**config.mk**
```make
export PLATFORM = sky130hd
export DESIGN_NAME = spi_master_n
export DESIGN_NICKNAME = d
export VERILOG_FILES = /design/src/rtl/spi_pkg.sv /design/src/rtl/spi_clkgen.sv /design/src/rtl/spi_master_n.sv
export SDC_FILE = /design/constraint.sdc
export NUM_CORES = 1
export LEC_CHECK = 0
export CAP_MARGIN = 5
export CORE_MARGIN = 2
export CORE_UTILIZATION = 30
export CTS_CLUSTER_SIZE = 8
export DETAILED_ROUTE_END_ITERATION = 16
export PLACE_DENSITY_LB_ADDON = 0.1
export SLEW_MARGIN = 25
export SYNTH_ARGS = -nofsm -noshare
export SYNTH_HDL_FRONTEND = slang
export SYNTH_SLANG_ARGS = --single-unit
```
**constraint.sdc**
```tcl
create_clock -name clk_i -period 1.9 [get_ports clk_i]
set_input_delay 0.19 -clock clk_i [delete_from_list [all_inputs] [get_ports clk_i]]
set_output_delay 0.19 -clock clk_i [all_outputs]
set_load 0.01 [all_outputs]
```
**src/rtl/spi_pkg.sv**
```systemverilog
// Shared SPI master definitions: FSM states, mode bit positions, mode constants.
package spi_pkg;

  typedef enum logic [1:0] {
    ST_IDLE  = 2'd0,
    ST_SETUP = 2'd1,
    ST_XFER  = 2'd2,
    ST_HOLD  = 2'd3
  } spi_state_e;

  // Bit positions inside the 2-bit mode word {CPOL,CPHA}
  localparam int CPOL_BIT = 1;
  localparam int CPHA_BIT = 0;

  localparam logic [1:0] MODE0 = 2'b00;
  localparam logic [1:0] MODE1 = 2'b01;
  localparam logic [1:0] MODE2 = 2'b10;
  localparam logic [1:0] MODE3 = 2'b11;

endpackage

```
**src/rtl/spi_clkgen.sv**
```systemverilog
// SCLK edge generator: one-cycle strobe every CLK_DIV cycles while enabled,
// plus a flag telling whether the upcoming edge is the leading (odd) one.
module spi_clkgen #(
  parameter int CLK_DIV = 2
) (
  input  logic clk_i,
  input  logic rst_ni,
  input  logic en_i,
  output logic edge_o,
  output logic lead_o
);

  localparam int CW = (CLK_DIV > 1) ? $clog2(CLK_DIV) : 1;
  localparam logic [CW-1:0] DIV_LAST = CW'(CLK_DIV - 1);

  logic [CW-1:0] div_q, div_d;
  logic          phase_q, phase_d;

  // Divider count and edge parity; both clear whenever disabled
  always_comb begin
    div_d   = div_q;
    phase_d = phase_q;
    if (!en_i) begin
      div_d   = '0;
      phase_d = 1'b0;
    end else if (div_q == DIV_LAST) begin
      div_d   = '0;
      phase_d = ~phase_q;
    end else begin
      div_d   = div_q + CW'(1);
    end
  end

  // Divider state register
  always_ff @(posedge clk_i or negedge rst_ni) begin
    if (!rst_ni) begin
      div_q   <= '0;
      phase_q <= 1'b0;
    end else begin
      div_q   <= div_d;
      phase_q <= phase_d;
    end
  end

  assign edge_o = en_i && (div_q == DIV_LAST);
  assign lead_o = ~phase_q;

endmodule

```
**src/rtl/spi_master_n.sv**
```systemverilog
// Parametrised SPI master: per-transfer mode/order/slave capture, start/busy/done
// handshake, shared SCLK/MOSI/MISO bus with one active-low select per slave.
module spi_master_n
  import spi_pkg::*;
#(
  parameter int DATA_W  = 8,
  parameter int NUM_SS  = 3,
  parameter int CLK_DIV = 2,
  parameter int SS_W    = (NUM_SS > 1) ? $clog2(NUM_SS) : 1
) (
  input  logic              clk_i,
  input  logic              reset_ni,
  input  logic              start_i,
  input  logic [SS_W-1:0]   slaveselct_i,
  input  logic [1:0]        mode_i,
  input  logic              lsb_first_i,
  input  logic [DATA_W-1:0] tx_data_i,
  output logic [DATA_W-1:0] rx_data_o,
  output logic              busy_o,
  output logic              done_o,
  output logic              err_o,
  output logic              sclk_o,
  output logic              mosi_o,
  input  logic              miso_i,
  output logic [NUM_SS-1:0] ss_n_o
);

  localparam int CNT_W = $clog2(DATA_W) + 1;
  localparam int CW    = (CLK_DIV > 1) ? $clog2(CLK_DIV) : 1;
  localparam logic [CW-1:0]    TMR_LAST = CW'(CLK_DIV - 1);
  localparam logic [CNT_W-1:0] CNT_FULL = CNT_W'(DATA_W);

  spi_state_e        state_q, state_d;
  logic [DATA_W-1:0] tx_q, tx_d;
  logic [DATA_W-1:0] rx_q, rx_d;
  logic [DATA_W-1:0] rxout_q, rxout_d;
  logic [CNT_W-1:0]  cnt_q, cnt_d;
  logic [CW-1:0]     tmr_q, tmr_d;
  logic [1:0]        mode_q, mode_d;
  logic              lsb_q, lsb_d;
  logic [SS_W-1:0]   idx_q, idx_d;
  logic              sclk_q, sclk_d;
  logic              done_q, done_d;
  logic              err_q, err_d;

  logic sck_edge, sck_lead, ss_ok, smp;

  assign ss_ok = (int'(slaveselct_i) < NUM_SS);

  spi_clkgen #(.CLK_DIV(CLK_DIV)) u_clkgen (
    .clk_i  (clk_i),
    .rst_ni (reset_ni),
    .en_i   (state_q == ST_XFER),
    .edge_o (sck_edge),
    .lead_o (sck_lead)
  );

  // CPHA=0 samples on leading edges, CPHA=1 on trailing edges
  assign smp = sck_lead ^ mode_q[CPHA_BIT];

  // Next-state logic: capture on start, shift/sample on SCLK edges, timed SETUP/HOLD
  always_comb begin
    state_d = state_q;
    tx_d    = tx_q;
    rx_d    = rx_q;
    rxout_d = rxout_q;
    cnt_d   = cnt_q;
    tmr_d   = tmr_q;
    mode_d  = mode_q;
    lsb_d   = lsb_q;
    idx_d   = idx_q;
    sclk_d  = sclk_q;
    done_d  = 1'b0;
    err_d   = 1'b0;
    unique case (state_q)
      ST_IDLE: begin
        sclk_d = mode_i[CPOL_BIT];
        if (start_i) begin
          if (ss_ok) begin
            tx_d    = tx_data_i;
            rx_d    = '0;
            mode_d  = mode_i;
            lsb_d   = lsb_first_i;
            idx_d   = slaveselct_i;
            cnt_d   = '0;
            tmr_d   = '0;
            state_d = ST_SETUP;
          end else begin
            err_d = 1'b1;
          end
        end
      end
      ST_SETUP: begin
        if (tmr_q == TMR_LAST) begin
          tmr_d   = '0;
          state_d = ST_XFER;
        end else begin
          tmr_d = tmr_q + CW'(1);
        end
      end
      ST_XFER: begin
        if (sck_edge) begin
          sclk_d = ~sclk_q;
          if (smp) begin
            rx_d  = lsb_q ? {miso_i, rx_q[DATA_W-1:1]} : {rx_q[DATA_W-2:0], miso_i};
            cnt_d = cnt_q + CNT_W'(1);
          end else if (!mode_q[CPHA_BIT] || (cnt_q != '0)) begin
            // With CPHA=1 the first odd edge re-drives bit 0 instead of shifting
            tx_d = lsb_q ? {1'b0, tx_q[DATA_W-1:1]} : {tx_q[DATA_W-2:0], 1'b0};
          end
          // Last edge is a trailing one after all samples are in
          if (!sck_lead && (cnt_d == CNT_FULL)) state_d = ST_HOLD;
        end
      end
      ST_HOLD: begin
        if (tmr_q == TMR_LAST) begin
          tmr_d   = '0;
          rxout_d = rx_q;
          done_d  = 1'b1;
          sclk_d  = mode_q[CPOL_BIT];
          state_d = ST_IDLE;
        end else begin
          tmr_d = tmr_q + CW'(1);
        end
      end
    endcase
  end

  // State registers; reset drops the transfer and returns everything to idle
  always_ff @(posedge clk_i or negedge reset_ni) begin
    if (!reset_ni) begin
      state_q <= ST_IDLE;
      tx_q    <= '0;
      rx_q    <= '0;
      rxout_q <= '0;
      cnt_q   <= '0;
      tmr_q   <= '0;
      mode_q  <= MODE0;
      lsb_q   <= 1'b0;
      idx_q   <= '0;
      sclk_q  <= 1'b0;
      done_q  <= 1'b0;
      err_q   <= 1'b0;
    end else begin
      state_q <= state_d;
      tx_q    <= tx_d;
      rx_q    <= rx_d;
      rxout_q <= rxout_d;
      cnt_q   <= cnt_d;
      tmr_q   <= tmr_d;
      mode_q  <= mode_d;
      lsb_q   <= lsb_d;
      idx_q   <= idx_d;
      sclk_q  <= sclk_d;
      done_q  <= done_d;
      err_q   <= err_d;
    end
  end

  // Select decode: only the captured slave is driven low while a transfer is active
  always_comb begin
    ss_n_o = '1;
    for (int i = 0; i < NUM_SS; i++) begin
      if ((state_q != ST_IDLE) && (idx_q == SS_W'(i))) ss_n_o[i] = 1'b0;
    end
  end

  assign busy_o    = (state_q != ST_IDLE);
  assign mosi_o    = (state_q == ST_IDLE) ? 1'b0 : (lsb_q ? tx_q[0] : tx_q[DATA_W-1]);
  assign sclk_o    = sclk_q;
  assign done_o    = done_q;
  assign err_o     = err_q;
  assign rx_data_o = rxout_q;

endmodule

```
==> results of run 1 <==
==> power groups by stage <==
stage                     Clock (W)  Sequential [W]  Combinational (W)
after global placement            0         0.00138            0.00252
after detailed placement          0         0.00138            0.00250
after CTS                  0.000722         0.00136            0.00254
after global routing       0.000767         0.00142            0.00290
final                      0.000701         0.00137            0.00263
after floorplan                   0         0.00137            0.00163
==> final timing paths <==
path                                          start                        to  slack, ns  cells past startpoint
max                            cnt_q[0]$_DFFE_PN0P_    state_q[1]$_DFFE_PN0P_       0.06                      6
min                                        reset_ni     mode_q[0]$_DFFE_PN0P_       0.39                      2
max reg2reg                    cnt_q[0]$_DFFE_PN0P_    state_q[1]$_DFFE_PN0P_       0.06                      6
min reg2reg                rx_data_o[2]$_DFFE_PN0P_  rx_data_o[2]$_DFFE_PN0P_       0.51                      1
max in group asynchronous                  reset_ni       rx_q[4]$_DFFE_PN0P_       1.00                      3
min in group clk_i                        mode_i[0]     mode_q[0]$_DFFE_PN0P_       0.50                      2
==> cells in the mapped netlist <==
master / number
o211a_1: 1
nor4_1: 4
nor3_1: 3
mux2_4: 4
a221oi_2: 1
o31a_1: 1
a211o_1: 1
a2111oi_0: 1
a21o_1: 5
mux2i_1: 15
buf_2: 5
and3_1: 1
clkbuf_1: 4
o311a_1: 1
a211oi_1: 1
nand2b_1: 1
mux2_2: 19
and3b_1: 1
xor2_1: 1
a22o_1: 4
xnor2_1: 2
nand3_1: 3
or3_1: 4
inv_1: 13
o221ai_1: 2
ha_1: 7
mux2_1: 1
a21oi_1: 11
dfrtp_1: 41
buf_6: 2
nor2b_1: 2
o21bai_4: 1
nor2_1: 23
o21ai_0: 9
a21bo_1: 1
o21bai_1: 1
a2bb2oi_1: 1
nand2_1: 6
a21boi_0: 1
==> final cells by class <==
type | instances | share of cell area [%]
clock buffers | 5 | 2.301
clock inverters | 2 | 1.172
well taps | 99 | 4.142
repair buffers | 59 | 17.49
flip-flops and latches | 41 | 34.31
inverters | 13 | 1.632
multi-input cells | 140 | 38.95
==> layer usage <==
metal	GRT usage, %	part of all wire (%)	up-vias
li1	-	-	836
met5	0	0	-
met1	18.18	52	805
met3	4.107	3.6	6
met2	19.36	43	22
met4	3.462	1.2	0
==> through the flow <==
step	cells	TNS, ns	area [um^2]	worst slack, ns	hold WS, ns
after detailed placement	350	-1.176	2798	-0.1384	0.2066
after floorplan	205	0	2221	0.03517	-0.1056
final	359	0	2990	0.06234	0.3892
after global placement	350	-0.7758	2798	-0.1049	0.1970
after global routing	359	-0.02316	2990	-0.02316	0.4466
after CTS	359	-0.09992	2928	-0.01371	0.4147
==> kinds of logic after synthesis <==
kind of cell    synth area share, %
mux                           19.61
fa+ha+maj                     3.943
simple gates                  10.03
buf+inv                       5.014
flops                         46.20
compound gates                14.03
xor+xnor                      1.183
==> state kept, by name, summed over array words and instances, names as in the netlist, 2 cells and up <==
register   flops
rx_data_o      8
rx_q           8
tx_q           8
cnt_q          4
idx_q          2
mode_q         2
state_q        2
==> repair_timing <==
item | CTS | global route
setup endpoints to repair | 12 | 20
resized for setup | 11 | 18
hold buffers | 1 | 0
hold endpoints to repair | 19 | 0
buffers inserted | 1 | 0
pin swaps | 2 | 5
==> results.cfg, run 1 <==
[setup_path]
crit_buf_inv = 1
crit_fanout = 6
crit_chain = buf_4 > ha_2 > a21oi_2 > o221ai_2 > a221oi_2 > mux2_1
required_ns = 2.08
crit_family = compound AO/OA/AOI/OAI gates
end_kind = flip-flop
crit_arrival_ns = 2.02
cp_slowest_stage_delay_ns = 0.40
cp_slowest_cell = dfrtp_1
crit_type = flip-flop to flip-flop
start_kind = flip-flop

[yosys]
synth-seq-area-share_pct = 46.20
synth_area_leaders = dfrtp_1, mux2_2, mux2i_1
synth_area_leader_cell = dfrtp_1
synth_nets = 229
avgSynthCellArea_um2 = 10.83
synth_cell_types = 39
syn_area_mm2 = 0.002221
synth_seq_cells = 41
synth_cells = 205
synth.top_cell.area_share_pct = 46.20
ys_warn_count = 0

[floorplan]
initial_utilization_pct = 30.78
chipHeight_um = 90.04
die_x_um = 90.04
rows = 31
pin_count = 33
core_area_mm2 = 0.007214
die_area_mm2 = 0.008107

[run_status]
outcome = completed

[grt]
grt_pass1_vias = 1733
track_usage_pct = 12.97
antenna_found_initial = 0
grt_pass1_wl_um = 8431
grt-ovfl-total = 0
grt_max_degree = 23

[min_path]
min_path_type = input pin to async pin

[drt]
wl_um = 4996
drc = 0
vias = 1669
viasPerCell = 4.649
routedWlPerCell_um = 13.92
drt_iter0_markers = 44
firstDrtPassIters = 4
antenna_left = 0

[pwr]
pwr-share-comb_pct = 55.9
switching_power_w = 0.001800
seqPwrFrac_pct = 29.2
design_power_total_w = 0.004701
power_leakage_nw = 1.404
p_sw_share_pct = 38.28
powerDensity_mw_per_mm2 = 1572
intPower_w = 0.002902
irDropWorstVdd_mv = 0.4779
power.share.clock_pct = 14.9

[clocking]
numCtsBuffers = 5
clockBufferDepth = 2
h-tree-depth = 2
clk_transition_reported_paths_ns = 0.08
cts_sinks = 41
cts_tree = yes
root_buffer = clkbuf_8
insertion_delay_ns = 0.30

[layout]
seqCellArea_mm2 = 0.001026
drive_above_1_share_pct = 29.23
fin_util_pct = 41.45
multiInputGateArea_mm2 = 0.001165
final_cell_mix = dfrtp_1, clkdlybuf4s50_1, buf_4, nor2_1, mux2_2
final_nets = 284
final_common_cell = dfrtp_1
final.fill_count = 739
synthToLayoutAreaGrowth_pct = 34.65
n_antenna_cell = 0

[job]
cap_viol_max_count = 0

[sta]
slew_violations = 0
finalSetupViolCount = 0
period_needed_ns = 1.838
slew_headroom_pct = 62.68
hold_viol = 0
fin_skew_ns = 0.007338
worst_pin_slew_ns = 0.5457
max_freq_mhz = 544.2
fin_crit_sh_pct = 96.72

[placed_design]
place.gp.congestion = 0.7402
place_hpwl_um = 3532
port_buffers = 32
(Power assumes the default switching activity.)
==> inputs of run 2 (changes only) <==
CORE_MARGIN = 3   (was 2)
CTS_BUF_LIST = sky130_fd_sc_hd__clkbuf_4   (was not set)
SLEW_MARGIN = not set   (was 25)
==> results.cfg, run 2 (synthesis results as in run 1) <==
[grt]
grt_max_degree = 36
grt-ovfl-total = 0
antenna_found_initial = 0
track_usage_pct = 12.34
grt_pass1_vias = 1671
grt_pass1_wl_um = 8349

[job]
cap_viol_max_count = 0

[sta]
rsz0062_at_grt = yes
fin_skew_ns = 0.01318
holdWs_ns = 0.1717
fin_crit_sh_pct = 96.00
slew_violations = 0
period_needed_ns = 1.824
finalSetupViolCount = 0
worst_pin_slew_ns = 0.4353
max_freq_mhz = 548.2
hold_viol = 0
slew_headroom_pct = 70.23

[clocking]
h-tree-depth = 2
insertion_delay_ns = 0.37
numCtsBuffers = 5
cts_sinks = 41
cts_tree = yes
root_buffer = clkbuf_4
clockBufferDepth = 2
clk_transition_reported_paths_ns = 0.13

[pwr]
switching_power_w = 0.001784
pwr-share-comb_pct = 57.6
seqPwrFrac_pct = 29.7
power_leakage_nw = 1.397
irDropWorstVdd_mv = 0.5210
p_sw_share_pct = 38.35
intPower_w = 0.002867
powerDensity_mw_per_mm2 = 1559
power.share.clock_pct = 12.7

[setup_path]
crit_type = flip-flop to flip-flop
end_kind = flip-flop
start_kind = flip-flop
crit_arrival_ns = 2.09
startpoint = state_q[1]$_DFFE_PN0P_
required_ns = 2.17
r2r_start = state_q[1]$_DFFE_PN0P_
crit_fanout = 8

[placed_design]
port_buffers = 32
place.gp.congestion = 0.7366
place_hpwl_um = 3522

[floorplan]
rows = 30
chipHeight_um = 92.04
core_area_mm2 = 0.006982
die_area_mm2 = 0.008471
die_x_um = 92.04
initial_utilization_pct = 31.81
pin_count = 33

[drt]
viasPerCell = 4.690
firstDrtPassIters = 4
wl_um = 4891
drc = 0
drt_iter0_markers = 44
routedWlPerCell_um = 13.66
vias = 1679
antenna_left = 0

[layout]
final_nets = 285
final_cell_mix = dfrtp_1, clkdlybuf4s50_1, buf_4, nor2_1, mux2_2
drive_above_1_share_pct = 29.77
final_common_cell = dfrtp_1
synthToLayoutAreaGrowth_pct = 34.31
final.fill_count = 700
fin_util_pct = 42.72
n_antenna_cell = 0

[run_status]
outcome = completed

[min_path]
min_path_type = input pin to async pin
run 2: area by class of cell:
cell class,instances,area (um^2),area share [%]
Clock inverter,2,33.78,1.133
Timing Repair Buffer,60,534.3,17.91
Tap cell,96,120.1,4.027
Multi-Input combinational cell,140,1175,39.39
Sequential cell,41,1026,34.40
Inverter,13,48.80,1.636
Clock buffer,6,45.04,1.510
run 2: worst paths after layout:
path                       slack, ns                        to  depth (start not counted)
max in group asynchronous       1.28      idx_q[0]$_DFFE_PN0P_                          3
min in group clk_i              0.42     mode_q[0]$_DFFE_PN0P_                          2
hold / removal                  0.17     mode_q[0]$_DFFE_PN0P_                          2
setup / recovery                0.08       tx_q[1]$_DFFE_PN0P_                          6
setup reg to reg                0.08       tx_q[1]$_DFFE_PN0P_                          6
hold reg to reg                 0.52  rx_data_o[0]$_DFFE_PN0P_                          1
run 2: what timing repair did:
| action | CTS | global route |
|---|---|---|
| hold buffers | 1 | 0 |
| resized for setup | 15 | 20 |
| buffers inserted | 1 | 1 |
| pin swaps | 1 | 8 |
| endpoints found under the setup margin | 6 | 14 |
| hold endpoints to repair | 41 | 0 |
run 2: worst max-delay path, cell delays in order (launching register included):
cell	delay, ns
dfrtp_1	0.42
buf_6	0.13
ha_4	0.16
nor2b_4	0.12
a211o_1	0.32
o21bai_4	0.25
mux2_4	0.32
run 2: layer usage:
layer / part of all wire, % / GRT usage, % / vias up
li1: - / - / 835
met1: 49 / 17.11 / 814
met2: 46 / 18.67 / 22
met3: 3.3 / 2.953 / 8
met4: 1.7 / 4.455 / 0
met5: 0 / 0 / -
run 2: stage by stage:
step / instance area, um^2 / setup TNS (ns) / total power [W] / setup WS, ns / cells
floorplan: 2221 / 0 / 0.003002 / 0.03517 / 205
global placement: 2794 / -0.8192 / 0.003925 / -0.1318 / 347
detailed placement: 2794 / -0.9361 / 0.003926 / -0.1354 / 347
CTS: 2889 / 0 / 0.004540 / 0.004939 / 357
global route: 2983 / -0.05575 / 0.005063 / -0.02454 / 358
finish: 2983 / 0 / 0.004651 / 0.07597 / 358
run 2: power by group through the flow:
stage                     logic [W]  clock network [W]  registers, W
after floorplan             0.00163                  0       0.00137
after global routing        0.00299           0.000639       0.00144
after CTS                   0.00255           0.000619       0.00137
after global placement      0.00253                  0       0.00139
final                       0.00268           0.000592       0.00138
after detailed placement    0.00253                  0       0.00139
==> inputs of run 3 (changes only) <==
GPL_ROUTABILITY_DRIVEN = 0   (was not set)
==> results of run 3 <==
The final DEF is identical to that of run 2; final timing and power are the same.
